## src/rtl/priority_finder_rr.sv

```systemverilog
`default_nettype none
// +----------------------------------------------------------------------+
// | priority_finder_rr                                                   |
// | Multi-grant priority finder (fixed-low/fixed-high/round-robin) with  |
// | a registered valid/ready output stage and flush.                     |
// | Rev 1.0 - initial release                                            |
// +----------------------------------------------------------------------+
module priority_finder_rr #(
  parameter int WIDTH     = 16,
  parameter int GRANT_NUM = 2,
  parameter int MODE      = 2
) (
  input  logic                                        clk,
  input  logic                                        rst,
  input  logic                                        flush,
  input  logic [WIDTH-1:0]                            req,
  input  logic                                        grant_ready,
  output logic [GRANT_NUM-1:0]                        grant_valid,
  output logic [GRANT_NUM-1:0][$clog2(WIDTH)-1:0]     grant_index,
  output logic [WIDTH-1:0]                            grant_mask,
  output logic [$clog2(GRANT_NUM+1)-1:0]              grant_count
);

  localparam int IW = $clog2(WIDTH);
  localparam int CW = $clog2(GRANT_NUM+1);

  logic [GRANT_NUM-1:0]          r_valid;
  logic [GRANT_NUM-1:0][IW-1:0]  r_index;
  logic [WIDTH-1:0]              r_mask;
  logic [CW-1:0]                 r_count;
  logic [IW-1:0]                 r_ptr;

  logic [GRANT_NUM-1:0]          w_sel_valid;
  logic [GRANT_NUM-1:0][IW-1:0]  w_sel_index;
  logic [WIDTH-1:0]              w_sel_mask;
  logic [CW-1:0]                 w_sel_count;
  logic [IW-1:0]                 w_pos;
  int                            w_taken;
  logic [IW-1:0]                 w_last;
  logic                          w_load;
  logic                          w_fire;

  // Walk the scan order once; each hit fills the next free lane.
  always_comb begin
    w_sel_valid = '0;
    w_sel_index = '0;
    w_sel_mask  = '0;
    w_sel_count = '0;
    w_pos       = '0;
    w_taken     = 0;
    for (int p = 0; p < WIDTH; p++) begin
      if (MODE == 0)
        w_pos = IW'(p);
      else if (MODE == 1)
        w_pos = IW'(WIDTH - 1 - p);
      else
        w_pos = r_ptr + IW'(p);
      if (req[w_pos] && (w_taken < GRANT_NUM)) begin
        for (int k = 0; k < GRANT_NUM; k++) begin
          if (k == w_taken) begin
            w_sel_valid[k] = 1'b1;
            w_sel_index[k] = w_pos;
          end
        end
        w_sel_mask[w_pos] = 1'b1;
        w_taken = w_taken + 1;
      end
    end
    w_sel_count = CW'(w_taken);
  end

  // Lanes are contiguous, so the last valid lane is the highest-numbered one.
  always_comb begin
    w_last = '0;
    for (int k = 0; k < GRANT_NUM; k++) begin
      if (r_valid[k])
        w_last = r_index[k];
    end
  end

  assign w_load = !r_valid[0] || grant_ready;
  assign w_fire = r_valid[0] && grant_ready;

  always_ff @(posedge clk) begin
    if (!rst) begin
      r_valid <= '0;
      r_index <= '0;
      r_mask  <= '0;
      r_count <= '0;
      r_ptr   <= '0;
    end else begin
      if ((MODE == 2) && w_fire)
        r_ptr <= w_last + IW'(1);
      if (flush) begin
        r_valid <= '0;
        r_index <= '0;
        r_mask  <= '0;
        r_count <= '0;
      end else if (w_load) begin
        r_valid <= w_sel_valid;
        r_index <= w_sel_index;
        r_mask  <= w_sel_mask;
        r_count <= w_sel_count;
      end
    end
  end

  assign grant_valid = r_valid;
  assign grant_index = r_index;
  assign grant_mask  = r_mask;
  assign grant_count = r_count;

endmodule
`default_nettype wire

```

## config.mk

```make
export PLATFORM = sky130hd
export DESIGN_NAME = priority_finder_rr
export DESIGN_NICKNAME = d
export VERILOG_FILES = /design/src/rtl/priority_finder_rr.sv
export SDC_FILE = /design/constraint.sdc
export NUM_CORES = 1
export LEC_CHECK = 0
export CAP_MARGIN = 20
export CORE_UTILIZATION = 45
export DETAILED_ROUTE_END_ITERATION = 16
export GPL_TIMING_DRIVEN = 0
export PLACE_DENSITY_LB_ADDON = 0.25
export SETUP_SLACK_MARGIN = 0.2
export SLEW_MARGIN = 15
export SYNTH_ARGS = -nofsm -noshare
export SYNTH_HDL_FRONTEND = slang
export SYNTH_SLANG_ARGS = --single-unit
export TNS_END_PERCENT = 100
```

## constraint.sdc

```tcl
create_clock -name clk -period 48.6 [get_ports clk]
set_clock_uncertainty 0.05 [all_clocks]
set_input_delay 14.58 -clock clk [delete_from_list [all_inputs] [get_ports clk]]
set_output_delay 14.58 -clock clk [all_outputs]
set_load 0.05 [all_outputs]
```

==> results.md <==
- DR DRC count: 0
- TritonCTS clock tree: done
- Warnings, synthesis: 0
- Worst skew pair latency: ~280 ps
- WL final: 34,800 um
- First-pass GRT wire length: 53,400 um
- CP max FO: 10
- Post-CTS Resized: 0
- Fraction of layout cells with a size suffix above 1: 8.39%
- Clk sink count: 32
- Final Wtd Congestion: 1.04
- Initial antenna violation count: 1
- Critical path data required time: between 40,000 and 50,000 ps
- Area of the core: between 15,000 and 20,000 sq um
- Pre-Repair DR Iteration Count: 6
- Drt via density: 7.02
- Worst slew margin: 20.5%
- Unrepaired setup endpoints after global routing: no
- Initial Util: 46.5%
- Site Rows: between 40 and 50
- Highest Clock Rate: 0.0303 GHz
- Final ANT Viol Nets: 0
- Die span in y: 133 um
- DP Wirelength: 27,000 um
- CTS root buffer: clkbuf_16
- Worst setup EP type: register
- Worst Path Arrival: about 33,000 ps
- Number of hold buffers added after CTS: 0
- Mapped Area: 7760 sq um
- Placed cell area: 8530 sq um
- CP most frequent cell: ha_1
- Status: completed
- Worst stage delay on the critical path: a little over 900 ps
- Synth cell types: 98
- PD cells: 53.7 nW/um^2
- CTS Buf Count: 5
- Post-CTS setup repair buffer count: 0
- Number of H-tree levels: 2
- NumNets Final: 1,209
- Final Instance Area: about 8700 sq um
- CP max stage cell: a2111oi_2
- Detailed-route wire length per cell: 25.7 um
- Slew Limit Fails: 0
- Final period util: 67.9%
- Most common cell after layout, fill and taps aside: nand2_1
- Tightest Hold Check Type: reg -> reg
- Slew at the pin with the worst max-slew slack: around 1200 ps
- GRT Util Overall: 39.3%
- Predominant post-synthesis flop cell: dfxtp_1
- Top cell type's share of synthesized area: 9.19%
- Worst path top cell family by delay: compound AO/OA/AOI/OAI gates
- Mapped Cells: roughly 1,100
- Crit path launch type: input port
- Total power: 466 uW
- Syn Nets: 1,155
- Post-synth EDFFs: 0
- Top cells by area, synth: ha_1 9.2%, dfxtp_1 8.3%, mux4_2 6.1%
- Setup TNS: 0 ps
- Kind of critical path: in -> reg
- Worst vdd ir: between 50 and 60 uV
- Largest net degree at the start of global routing: 15
- Yosys reg bits: 32
- Clk slew on worst S/H paths: 60 ps
- Die ar.: between 15,000 and 20,000 sq um
- Tmin final: 32,990 ps
- Yosys top cell by area: ha_1
- P_leak: 0.00329 uW
- Final setup violating endpoints: 0
- Overflow after GRT: 0
- # IOs: 48
- Port Buffer Count: 47
- Vias in the first global route: 8,927
- Most frequent cells in the layout: 116 x nand2_1, 81 x nor2_1, 68 x nand3_1
- Die W: 133 um
- Clk buf depth: 2
- WP buf/inv: 13
- MaxCap Viol Count: 0
- Mean Syn Cell Area: 7.21 sq um
- Layout area overhead: 11.9%
- 1st-iter DRT viols: 1,356
- Seq/Total Area, Yosys: 8.25%
- Vias: 9,498
- Fin. Hold Viols: 0
- Ys async rst share: 0%
## path summary, 6_finish.rpt
kind,start,to,slack [ps],depth (start not counted)
max reg2reg,r_ptr[1]$_SDFFE_PN0P_,grant_index[4]$_SDFFE_PP0P_,27960,72
min reg2reg,grant_index[0]$_SDFFE_PP0P_,grant_index[0]$_SDFFE_PP0P_,420,2
max,req[15],grant_index[4]$_SDFFE_PP0P_,15610,66
min,grant_index[0]$_SDFFE_PP0P_,grant_index[0]$_SDFFE_PP0P_,420,2
## per-layer routing
metal | wire length, um | vias to the layer above | global-route usage, %
met5 | 0 | - | 0
met4 | 1710 | 0 | 17.6
met3 | 4060 | 122 | 9.40
met2 | 14400 | 653 | 57.0
met1 | 14700 | 4504 | 54.6
li1 | - | 4219 | -
## cell usage after synthesis (5+ instances only)
cell       number
a22o_1         11
nand2_1       116
a31oi_1        21
or2_2           6
nor3_1         24
a31o_2          5
and3_1         18
a32oi_1         8
a21boi_0        7
mux2_2          9
nand2b_1       10
o21a_1          7
o2111ai_1       5
buf_2           9
a221o_1        17
and2_1         23
ha_1           57
mux4_2         21
a311oi_1        7
nand3_1        68
o211ai_1       20
a21oi_1        63
xor2_1          5
o21ai_0        61
xnor2_1        19
nor2b_1        12
a21o_1         10
nor2_1         81
a22oi_1         9
clkbuf_1       63
a221oi_1       21
inv_1          44
dfxtp_1        32
o31ai_1         5
a211oi_1       12
nor4_1          5
mux2i_1        38
nand4_1        33
## logic make-up after synthesis
family	share of synthesized area [%]
simple gates	27.4
xor+xnor	4.55
mux	12.8
flops	8.25
compound gates	30.6
buf+inv	6.98
fa+ha+maj	9.45
## state kept, by name (all words and copies together), names as in the netlist
name and count:
grant_count 2, grant_index 8, grant_mask 16, grant_valid 2, r_ptr 4
## layout make-up
type | instances | area (sq um)
flip-flops and latches | 32 | 641
multi-input cells | 915 | 6610
diodes | 1 | 2.50
repair buffers | 47 | 470
clock buffers | 8 | 146
fillers | 1713 | 8020
plain buffers | 81 | 358
well taps | 220 | 275
inverters | 49 | 184
## tightest hold or removal path, cell delays in order (launching register included)
cell and delay [ps]:
dfxtp_1 320, nand2_1 60, a21oi_1 50
## where the power goes
| group | total [uW] | internal [uW] | switching [uW] |
|---|---|---|---|
| Combinational | 402 | 149 | 253 |
| Sequential | 31.6 | 29.4 | 2.18 |
| Clock | 33.0 | 20.5 | 12.5 |
## metrics by stage
step	util (%)	setup WS, ps	std cells	hold slack [ps]
global placement	50.9	15710	1344	413
floorplan	-	20270	1077	631
finish	52.0	15610	1353	420
detailed placement	51.1	15950	1344	413
global route	52.0	14630	1352	441
CTS	52.0	16160	1352	421
Power figures use the tool's default switching activity.
